--- config.mk ---
export PLATFORM = sky130hd
export DESIGN_NAME = sd_sector_server
export DESIGN_NICKNAME = d
export VERILOG_FILES = /design/src/rtl/sd_sector_server.sv
export SDC_FILE = /design/constraint.sdc
export NUM_CORES = 1
export LEC_CHECK = 0
export ABC_AREA = 1
export BUFFER_PORTS_ARGS = -buffer_cell sky130_fd_sc_hd__buf_4
export CAP_MARGIN = 20
export CORE_MARGIN = 4
export CORE_UTILIZATION = 48
export CTS_BUF_LIST = sky130_fd_sc_hd__clkbuf_8
export DETAILED_ROUTE_END_ITERATION = 12
export PLACE_DENSITY = 0.78
export SLEW_MARGIN = 30
export SYNTH_ARGS = -nofsm -noshare
export SYNTH_HDL_FRONTEND = slang
export SYNTH_SLANG_ARGS = --single-unit
--- constraint.sdc ---
create_clock -name clk -period 1.6 [get_ports clk]
set_input_delay 0.32 -clock clk [delete_from_list [all_inputs] [get_ports clk]]
set_output_delay 0.32 -clock clk [all_outputs]
set_load 0.01 [all_outputs]
--- src/rtl/sd_sector_server.sv ---
// Sector-buffer responder: serves 512-byte sector reads/writes from a byte-wide image memory.
module sd_sector_server #(
    parameter int unsigned LBA_BITS = 15
) (
    input  logic                  clk,
    input  logic                  reset,
    input  logic                  img_mounted,
    input  logic [LBA_BITS:0]     img_size,
    input  logic [31:0]           sd_lba,
    input  logic                  sd_rd,
    input  logic                  sd_wr,
    output logic                  sd_ack,
    output logic [8:0]            sd_buff_addr,
    output logic [7:0]            sd_buff_dout,
    input  logic [7:0]            sd_buff_din,
    output logic                  sd_buff_wr,
    output logic [LBA_BITS+8:0]   mem_addr,
    output logic                  mem_rd,
    output logic                  mem_wr,
    output logic [7:0]            mem_din,
    input  logic [7:0]            mem_dout,
    input  logic                  mem_ready,
    output logic                  err
);

    localparam int unsigned BYTE_W = 9;
    localparam int unsigned CNT_W  = 10;
    localparam int unsigned ADDR_W = LBA_BITS + BYTE_W;
    localparam logic [CNT_W-1:0] LAST_BYTE = CNT_W'(511);

    typedef enum logic [2:0] {
        IDLE,
        RD_REQ,
        RD_PUT,
        WR_ADDR,
        WR_SAMPLE,
        WR_REQ,
        DONE
    } state_t;

    state_t              state, state_nx;
    logic [LBA_BITS-1:0] lba, lba_nx;
    logic [CNT_W-1:0]    cnt, cnt_nx, cnt_inc;
    logic                valid, valid_nx;
    logic                ack_nx, buff_wr_nx, rd_nx, wr_nx, err_nx;
    logic [BYTE_W-1:0]   buff_addr_nx;
    logic [7:0]          buff_dout_nx, din_nx;
    logic [ADDR_W-1:0]   addr_nx;
    logic                lba_ok_c, accept_c;

    // Range check against the mounted image, done on the full 32-bit sector number
    assign lba_ok_c = img_mounted && (sd_lba < 32'(img_size));
    assign accept_c = (mem_rd | mem_wr) & mem_ready;
    assign cnt_inc  = cnt + CNT_W'(1);

    // Next-state and next-output logic
    always_comb begin
        state_nx     = state;
        lba_nx       = lba;
        cnt_nx       = cnt;
        valid_nx     = valid;
        ack_nx       = sd_ack;
        buff_addr_nx = sd_buff_addr;
        buff_dout_nx = sd_buff_dout;
        buff_wr_nx   = 1'b0;
        addr_nx      = mem_addr;
        rd_nx        = mem_rd;
        wr_nx        = mem_wr;
        din_nx       = mem_din;
        err_nx       = err;
        case (state)
            IDLE: begin
                if (sd_rd || sd_wr) begin
                    lba_nx       = sd_lba[LBA_BITS-1:0];
                    cnt_nx       = '0;
                    ack_nx       = 1'b1;
                    valid_nx     = lba_ok_c;
                    buff_addr_nx = '0;
                    addr_nx      = {sd_lba[LBA_BITS-1:0], BYTE_W'(0)};
                    if (!lba_ok_c) begin
                        err_nx = 1'b1;
                    end
                    // A read wins when both requests are raised together
                    if (sd_rd) begin
                        rd_nx    = lba_ok_c;
                        state_nx = RD_REQ;
                    end else begin
                        state_nx = WR_ADDR;
                    end
                end
            end
            RD_REQ: begin
                if (!valid || accept_c) begin
                    rd_nx        = 1'b0;
                    buff_wr_nx   = 1'b1;
                    buff_addr_nx = cnt[BYTE_W-1:0];
                    buff_dout_nx = valid ? mem_dout : 8'h00;
                    state_nx     = RD_PUT;
                end
            end
            RD_PUT: begin
                if (cnt == LAST_BYTE) begin
                    state_nx = DONE;
                end else begin
                    cnt_nx   = cnt_inc;
                    rd_nx    = valid;
                    addr_nx  = {lba, cnt_inc[BYTE_W-1:0]};
                    state_nx = RD_REQ;
                end
            end
            WR_ADDR: begin
                state_nx = WR_SAMPLE;
            end
            WR_SAMPLE: begin
                din_nx   = sd_buff_din;
                addr_nx  = {lba, cnt[BYTE_W-1:0]};
                wr_nx    = valid;
                state_nx = WR_REQ;
            end
            WR_REQ: begin
                if (!valid || accept_c) begin
                    wr_nx = 1'b0;
                    if (cnt == LAST_BYTE) begin
                        state_nx = DONE;
                    end else begin
                        cnt_nx       = cnt_inc;
                        buff_addr_nx = cnt_inc[BYTE_W-1:0];
                        state_nx     = WR_ADDR;
                    end
                end
            end
            DONE: begin
                ack_nx   = 1'b0;
                state_nx = IDLE;
            end
            default: begin
                state_nx = IDLE;
            end
        endcase
    end

    // State and registered outputs; reset abandons any transfer in flight
    always_ff @(posedge clk) begin
        if (reset) begin
            state        <= IDLE;
            lba          <= '0;
            cnt          <= '0;
            valid        <= 1'b0;
            sd_ack       <= 1'b0;
            sd_buff_addr <= '0;
            sd_buff_dout <= '0;
            sd_buff_wr   <= 1'b0;
            mem_addr     <= '0;
            mem_rd       <= 1'b0;
            mem_wr       <= 1'b0;
            mem_din      <= '0;
            err          <= 1'b0;
        end else begin
            state        <= state_nx;
            lba          <= lba_nx;
            cnt          <= cnt_nx;
            valid        <= valid_nx;
            sd_ack       <= ack_nx;
            sd_buff_addr <= buff_addr_nx;
            sd_buff_dout <= buff_dout_nx;
            sd_buff_wr   <= buff_wr_nx;
            mem_addr     <= addr_nx;
            mem_rd       <= rd_nx;
            mem_wr       <= wr_nx;
            mem_din      <= din_nx;
            err          <= err_nx;
        end
    end

endmodule

==> results.yml, run 1 <==
clock_tree:
  clockBufferDepth: 2
  clk_pin_slew_ns: 0.08
  cts_tree: "built"
  cts.sinks: 83
  cts-root-buf: "clkbuf_8"
  hold_buffers: 0
  cts_max_level: 3
  numCtsBuffers: 9
  insertion_delay_ns: 0.35
detailed_routing:
  drtIter0Drc: 169
  wl_um: 12300
  via_count: 4524
  routedWlPerCell_um: 14.5
  ant_nets: 0
  viasPerCell: 5.37
  first_pass_iters: 5
  drc: 0
place:
  portBuffers: 123
  place_area_um2: 5350
  post-place-cells: 813
  dp.final_hpwl_um: 8810
  gp_congestion: 0.897
yosys:
  syn_area_per_cell_um2: 7.16
  synth_area_um2: 4090
  ys_seq_elements: 83
  synth_xor_area_share_pct: 0.857
  synth.yosys.seq_area_share_pct: 40.6
  syn_nets: 657
  synth_compound_area_share_pct: 17.2
  synth_top_family_by_area: "simple AND/OR/NAND/NOR gates"
  synth-simple-area-share_pct: 28.4
  synth.distinct_cells: 33
  syn_inst: 571
  synthAdderAreaFrac_pct: 4.90
  synthMuxAreaShare_pct: 0
  ys_warn_count: 0
cells_and_area:
  finalInstanceArea_um2: 5850
  final_util_pct: 70.9
  regArea_um2: 1680
  multi_input_area_um2: 2220
  drive_above_1_share_pct: 32.7
  antenna_cells: 0
  fillCellCount: 663
  layout_commonest_cell: "buf_4"
  final_cell_mix: "161 x buf_4, 103 x nor2_1, 84 x nand2_1"
  syn2layout_area_growth_pct: 43.1
  nNetsFinal: 819
  post_layout_nonfiller_instances: 843
setup_path:
  endpoint: "mem_addr[16]"
  rrSetupSlack_ns: 0.008
  max_stage_delay_ns: 0.36
  crit_top_cell: "nor2_4"
  r2r-end: "mem_addr[16]"
  cp-start-kind: "flop"
  slowest_stage: "dfxtp_2"
  crit_start: "cnt[1]"
  worstRegToRegCells: 8
  critPathKind: "reg2reg"
  crit_chain: "ha_4 > nand2_2 > nor2_4 > nand4_1 > nor2_2 > nor2_4 > buf_12 > o211a_1"
  arrival_ns: 1.83
  cp_max_fo: 15
  r2r_start: "cnt[1]"
  required_ns: 1.84
  critPathCaptureType: "flop"
global_routing:
  grt_overflow: 0
  grt_pass1_vias: 4281
  grt_pass1_wl_um: 19000
  grt.total_usage_pct: 23.1
  grt_max_degree: 61
  antenna_found_initial: 0
sta:
  finalCriticalPeriod_ns: 1.59
  skew_ns: 0.0103
  setup_viol: 0
  rsz0062_at_grt: "yes"
  finalCritPeriodShare_pct: 99.5
  hold_viol: 0
  max_freq_mhz: 628
  relSlewSlack_pct: 80.6
  fin_tns_setup_ns: 0
  worstMarginPinSlew_ns: 0.290
  finalMaxSlewViolations: 0
die:
  core_area_um2: 8260
  dieHeight_um: 100
  row_count: 33
  die_area_um2: 10100
  fp.dieW_um: 100
  initial_utilization_pct: 49.5
  io_pins: 124
hold_path:
  hold_path_class: "in2reg"
status:
  status: "completed"
power:
  cellPowerDensity_nw_per_um2: 1460
  power_leakage_uw: 0.00283
  ir_worst_vdd_mv: 0.670
job:
  maxCapViolations: 0
-- repair_timing --
action                     CTS  global route
pin swaps                    5            12
setup endpoints to repair   14            65
resized for setup           12            55
gates cloned                 0             2
buffers inserted             5             7
-- state kept, by name (all words and copies together), names as in the netlist --
register,count
mem_addr,24
lba,15
cnt,10
sd_buff_addr,9
mem_din,8
sd_buff_dout,8
state,3
err,1
mem_rd,1
mem_wr,1
sd_ack,1
sd_buff_wr,1
valid,1
-- cells in the mapped netlist --
cell type,count,area [um2]
nand3_2,1,10.0
nand3b_1,2,15.0
buf_6,1,11.3
nand2_2,4,25.0
nand4_4,1,21.3
o21ai_2,1,8.76
nor2_4,3,33.8
xor2_1,3,26.3
inv_4,1,6.26
o21ai_1,3,15.0
inv_2,7,26.3
o21ai_0,51,255
a311oi_1,1,8.76
o31ai_1,1,7.51
dfxtp_1,83,1660
nand4_1,8,50.1
nand3_1,46,230
clkbuf_1,13,48.8
a21oi_1,35,175
buf_4,4,30.0
nand2_1,89,334
clkinv_1,2,7.51
buf_2,5,25.0
nor2_2,4,25.0
nor2_1,108,405
xnor2_1,1,8.76
buf_1,1,3.75
inv_1,45,169
ha_1,16,200
o211a_1,14,140
a31oi_1,1,6.26
nor3_1,2,10.0
o22ai_1,14,87.6
-- cells by family (layout without fill, tap and decap cells) --
family,Yosys count,in the layout
simple gates,268,268
compound gates,121,121
flops,83,83
buf+inv,79,246
fa+ha+maj,16,16
xor+xnor,4,4
-- report_power, final --
| group | switching (uW) | total (uW) | internal [uW] |
|---|---|---|---|
| clock | 730 | 1440 | 705 |
| sequential | 346 | 2960 | 2610 |
| combinational | 2270 | 4140 | 1870 |
-- worst max-delay path: cells and delay by family, from the launching register on --
family / cells / cell delay (ns)
simple gates: 5 / 0.62
fa+ha+maj: 1 / 0.15
buf+inv: 1 / 0.15
compound gates: 1 / 0.20
flops: 1 / 0.36
-- worst min path at each step --
stage                     cells past startpoint   startpoint               to
after floorplan                               1        reset       sd_buff_wr
after global placement                        2          err              err
after detailed placement                      2          err              err
after CTS                                     3  mem_dout[6]  sd_buff_dout[6]
after global routing                          3  mem_dout[6]  sd_buff_dout[6]
final                                         3  mem_dout[6]  sd_buff_dout[6]
-- per-layer routing --
metal | GRT usage (%) | part of all wire (%) | up-vias
met3 | 3.47 | 6.4 | 29
met2 | 39.7 | 51 | 185
met4 | 9.84 | 2.2 | 0
met5 | 0 | 0 | -
met1 | 28.7 | 41 | 2090
li1 | - | - | 2220
-- stage by stage --
step / setup WS [ns] / total power [uW] / hold slack [ns]
final: 0.00790 / 8540 / 0.199
after global placement: 0.0246 / 6380 / 0.440
after global routing: -0.114 / 9080 / 0.203
after floorplan: 0.0190 / 4970 / 0.416
after detailed placement: -0.0200 / 6500 / 0.447
after CTS: -0.00943 / 8010 / 0.188
-- layout make-up --
| type | count | area share [%] |
|---|---|---|
| multi-input cells | 409 | 37.9 |
| flip-flops and latches | 83 | 28.7 |
| repair buffers | 175 | 24.2 |
| inverters | 55 | 3.76 |
| well taps | 105 | 2.24 |
| clock buffers | 9 | 2.12 |
| clock inverters | 7 | 1.07 |
No activity file was read; power rests on OpenSTA's default activity.
==> run 2, diff against run 1 <==
--- a/config.mk
+++ b/config.mk
@@ -8,11 +8,10 @@
 export ABC_AREA = 1
 export BUFFER_PORTS_ARGS = -buffer_cell sky130_fd_sc_hd__buf_4
 export CAP_MARGIN = 20
-export CORE_MARGIN = 4
 export CORE_UTILIZATION = 48
 export CTS_BUF_LIST = sky130_fd_sc_hd__clkbuf_8
 export DETAILED_ROUTE_END_ITERATION = 12
-export PLACE_DENSITY = 0.78
+export PLACE_DENSITY = 0.86
 export SLEW_MARGIN = 30
 export SYNTH_ARGS = -nofsm -noshare
 export SYNTH_HDL_FRONTEND = slang
==> run 2 against run 1 <==
Non-clock buffer count fell by 2. Largest power group unchanged. Clock skew up 0.0022 ns. Sequential cell count did not move. Critical path depth grew 3. Power is 4.7% higher. Register-to-register slack got worse by 0.02 ns. Count of clock-buffer cells in the layout grew 2. First-iteration DRC count up 72%. Critical path type unchanged. Combinational power decreased by 2%. The run now ends with setup timing left. Sequential share of layout area fell by 0.26 points. Largest cell class unchanged. Fmax shrank 1.2%.
==> results.yml, run 2 (same netlist as run 1, synthesis figures left out) <==
status:
  status: "complete, but fails checks"
  violations: "setup timing"
die:
  fp.dieW_um: 94.3
  io_pins: 124
  die_area_um2: 8890
  initial_utilization_pct: 49.8
  dieHeight_um: 94.3
  core_area_um2: 8220
  row_count: 33
place:
  dp.final_hpwl_um: 8870
  portBuffers: 123
  gp_congestion: 0.978
setup_path:
  rrSetupSlack_ns: -0.01
  crit_chain: "ha_4 > nand2_4 > nor2_4 > buf_4 > nand3_1 > nor2_1 > nand2_2 > nand2_2 > nand2_1 > nand2_1 > a21oi_1"
  critPathKind: "reg2reg"
  cp_max_fo: 5
  slowest_stage: "dfxtp_4"
  path_buf_inv: 1
  arrival_ns: 1.87
  cp-start-kind: "flop"
  max_stage_delay_ns: 0.37
  cp_top_family: "simple AND/OR/NAND/NOR gates"
  required_ns: 1.85
  critPathCaptureType: "flop"
detailed_routing:
  drtIter0Drc: 290
  via_count: 4547
  viasPerCell: 5.41
  wl_um: 12500
  ant_nets: 0
  drc: 0
  first_pass_iters: 5
  routedWlPerCell_um: 14.9
sta:
  relSlewSlack_pct: 76.9
  layout_setup_ws_ns: -0.0113
  setup_viol: 4
  hold_viol: 0
  finalCriticalPeriod_ns: 1.61
  skew_ns: 0.0125
  rsz0062_at_grt: "yes"
  max_freq_mhz: 621
  finalMaxSlewViolations: 0
  finalCritPeriodShare_pct: 101
  worstMarginPinSlew_ns: 0.347
global_routing:
  grt_pass1_wl_um: 19300
  use_met1_pct: 31.3
  met2_usage_pct: 48.7
  grt_overflow: 0
  antenna_found_initial: 0
  grt_pass1_vias: 4409
  grt_use_met3_pct: 4.94
  grt.total_usage_pct: 27.6
  grt_max_degree: 34
  top_usage_layer: "met2"
cells_and_area:
  syn2layout_area_growth_pct: 44.1
  nNetsFinal: 817
  final_cell_mix: "165 x buf_4, 103 x nor2_1, 86 x nand2_1"
  antenna_cells: 0
  drive_above_1_share_pct: 33.6
  reg_top3: "mem_addr: 24 flops, lba: 15 flops, cnt: 10 flops"
  final_util_pct: 71.7
  top_register: "mem_addr"
  layout_commonest_cell: "buf_4"
  largest_reg_flops: 24
clock_tree:
  cts_max_level: 3
  cts.sinks: 83
  insertion_delay_ns: 0.37
  numCtsBuffers: 9
  clk_pin_slew_ns: 0.08
  cts_tree: "built"
  cts-root-buf: "clkbuf_8"
  hold_buffers: 0
  clockBufferDepth: 2
hold_path:
  hold_path_class: "in2reg"
power:
  power_leakage_uw: 0.00287
  ir_worst_vdd_mv: 0.832
  p_total_uw: 8930
  cellPowerDensity_nw_per_um2: 1520
job:
  maxCapViolations: 0
==> run 2: stage by stage <==
stage	instances	worst slack [ns]	instance area, um2	hold slack, ns	TNS (ns)
floorplan	571	0.0190	4090	0.416	0
global placement	820	0.0741	5390	0.453	0
detailed placement	820	0.0119	5390	0.454	0
CTS	836	0.00654	5660	0.187	0
global route	841	-0.0798	5890	0.200	-1.71
finish	841	-0.0113	5890	0.190	-0.0260
==> run 2: per-layer routing <==
layer | share of wire [%] | up-vias
li1 | - | 2221
met1 | 39 | 2116
met2 | 53 | 183
met3 | 5.7 | 27
met4 | 2.0 | 0
met5 | 0 | -
==> run 2: repair_timing <==
item / 4_1_cts / 5_1_grt
endpoints found under the setup margin: 3 / 64
pin swaps: 0 / 11
setup buffers: 0 / 4
cloned: 0 / 1
gates resized for setup: 4 / 59
==> run 2: worst paths after layout <==
check	startpoint	end	cells after the start
worst max register to register	cnt[0]	mem_rd	11
worst min-delay path	mem_dout[1]	sd_buff_dout[1]	3
worst min register to register	sd_buff_dout[4]	sd_buff_dout[4]	2
worst max-delay path	cnt[0]	mem_rd	11
==> run 2: area by class of cell <==
| cell class | count | area [um2] |
|---|---|---|
| clock buffers | 11 | 151 |
| fillers | 604 | 2320 |
| inverters | 55 | 218 |
| clock inverters | 5 | 108 |
| repair buffers | 173 | 1360 |
| well taps | 105 | 131 |
| multi-input cells | 409 | 2250 |
| flip-flops and latches | 83 | 1680 |
==> run 2: worst min-delay path: stages <==
cell     delay (ns)
buf_4          0.08
nand3_1        0.07
nand2_1        0.05
==> run 2: report_power, final <==
part           switching [uW]  total [uW]  internal [uW]
registers                 360        2980           2620
clock network             774        1900           1130
logic                    2270        4050           1780
total                    3400        8930           5530
==> run 3, diff against run 2 <==
--- a/config.mk
+++ b/config.mk
@@ -6,7 +6,7 @@
 export NUM_CORES = 1
 export LEC_CHECK = 0
 export ABC_AREA = 1
-export BUFFER_PORTS_ARGS = -buffer_cell sky130_fd_sc_hd__buf_4
+export BUFFER_PORTS_ARGS = -buffer_cell sky130_fd_sc_hd__buf_2
 export CAP_MARGIN = 20
 export CORE_UTILIZATION = 48
 export CTS_BUF_LIST = sky130_fd_sc_hd__clkbuf_8
==> run 3 against run 2 <==
The run now ends clean. Cell count is 0.24% higher. Global-route usage is 1.2 points lower. Sequential share of layout area is 1.8 points higher. Critical path depth stayed put. Fmax is 2.2% higher. First-iteration DRC count is 22% lower. Register-to-register slack better by 0.04 ns. Critical endpoint is now cnt[5]. Largest power group unchanged.
==> results.yml, run 3 (same netlist as run 1, synthesis figures left out) <==
hold_path:
  hold_path_class: "in2reg"
power:
  ir_worst_vdd_mv: 0.852
  cellPowerDensity_nw_per_um2: 1500
  power_leakage_uw: 0.00277
cells_and_area:
  reg_top3: "mem_addr: 24 flops, lba: 15 flops, cnt: 10 flops"
  finalInstanceArea_um2: 5520
  final_cell_mix: "123 x buf_2, 104 x nor2_1, 82 x nand2_1"
  syn2layout_area_growth_pct: 35.0
  post_layout_nonfiller_instances: 843
  antenna_cells: 0
  drive_above_1_share_pct: 33.3
  nNetsFinal: 819
  largest_reg_flops: 24
  layout_commonest_cell: "buf_2"
  top_register: "mem_addr"
detailed_routing:
  viasPerCell: 5.35
  routedWlPerCell_um: 13.9
  drc: 0
  wl_um: 11700
  drtIter0Drc: 225
  first_pass_iters: 5
  ant_nets: 0
  via_count: 4511
sta:
  worstMarginPinSlew_ns: 0.413
  relSlewSlack_pct: 72.5
  hold_viol: 0
  max_freq_mhz: 634
  finalMaxSlewViolations: 0
  skew_ns: 0.00949
  rsz0062_at_grt: "yes"
  finalCritPeriodShare_pct: 98.5
  finalCriticalPeriod_ns: 1.58
  setup_viol: 0
place:
  dp.final_hpwl_um: 8330
  place_area_um2: 5090
  gp_congestion: 0.929
  portBuffers: 123
  post-place-cells: 821
clock_tree:
  cts.sinks: 83
  cts_tree: "built"
  hold_buffers: 0
  cts_max_level: 3
  cts-root-buf: "clkbuf_8"
  numCtsBuffers: 9
  insertion_delay_ns: 0.35
  clk_pin_slew_ns: 0.08
  clockBufferDepth: 2
die:
  core_area_um2: 8220
  dieHeight_um: 94.3
  die_area_um2: 8890
  io_pins: 124
  row_count: 33
  initial_utilization_pct: 49.8
  fp.dieW_um: 94.3
setup_path:
  cp-start-kind: "flop"
  required_ns: 1.88
  cp_max_fo: 6
  critPathKind: "reg2reg"
  critPathCaptureType: "flop"
  arrival_ns: 1.86
status:
  status: "completed"
job:
  maxCapViolations: 0
global_routing:
  grt_pass1_vias: 4259
  grt_max_degree: 41
  grt_pass1_wl_um: 18700
  antenna_found_initial: 0
  grt.total_usage_pct: 26.4
  grt_overflow: 0
## run 3: changes by cell type in the layout (fill, tap and decap cells not counted), sizes merged
cell | before | now
clkbuf | 12 | 11
buf | 172 | 173
clkinvlp | 1 | 0
inv | 53 | 54
bufinv | 3 | 1
clkinv | 3 | 7
## run 3: worst max-delay path: stages (launching register included)
cell and delay (ns):
dfxtp_4 0.36, inv_2 0.07, nand2_2 0.09, nor2_4 0.19
inv_4 0.04, nand2_2 0.06, nand2_2 0.07, nand2_2 0.10
nand2_4 0.11, buf_12 0.16, buf_4 0.13, a21oi_1 0.13
## run 3: stage by stage
step | TNS [ns] | power (uW) | utilization [%] | setup WS [ns] | hold WS (ns)
floorplan | 0 | 4970 | - | 0.0190 | 0.416
global placement | 0 | 6150 | 61.9 | 0.0559 | 0.449
detailed placement | -0.0177 | 6270 | 61.9 | -0.0127 | 0.447
CTS | 0 | 7790 | 64.5 | 0.000804 | 0.188
global route | -0.919 | 8830 | 67.2 | -0.0644 | 0.218
finish | 0 | 8290 | 67.2 | 0.0238 | 0.194
## run 3: path summary, 6_finish.rpt
kind	start	endpoint	slack, ns	depth (start not counted)
worst min register to register	err	err	0.46	2
worst max register to register	state[1]	cnt[5]	0.02	11
worst max-delay path	state[1]	cnt[5]	0.02	11
worst min-delay path	mem_dout[1]	sd_buff_dout[1]	0.19	3
## run 3: repair_timing
action | CTS | global route
endpoints found under the hold margin | 0 | 0
cloned | 0 | 2
gates resized for setup | 3 | 54
pin swaps | 3 | 8
setup endpoints to repair | 6 | 70
buffers inserted | 2 | 2
## run 3: cell type report
| cell class | count | area (um2) |
|---|---|---|
| Clock inverter | 7 | 70.1 |
| Timing Repair Buffer | 175 | 1090 |
| Multi-Input combinational cell | 409 | 2220 |
| Clock buffer | 9 | 124 |
| Sequential cell | 83 | 1670 |
| Inverter | 55 | 216 |
| Fill cell | 679 | 2700 |
| Tap cell | 105 | 131 |
## run 3: power by group
group          internal (uW)  leakage [uW]  switching, uW  total [uW]
Sequential              2610      0.000684            316        2930
Combinational           1640       0.00199           2250        3890
Clock                    718      0.000104            758        1480
Total                   4970       0.00277           3320        8290
## run 3: metal layers
layer  global-route usage, %  share of wire [%]  wire [um]  up-vias
met2                    46.0                 50       5820      183
met4                    12.1                2.8        328        0
met3                    3.56                6.3        740       34
met1                    32.0                 41       4840     2072
met5                       0                  0          0        -
li1                        -                  -          -     2222
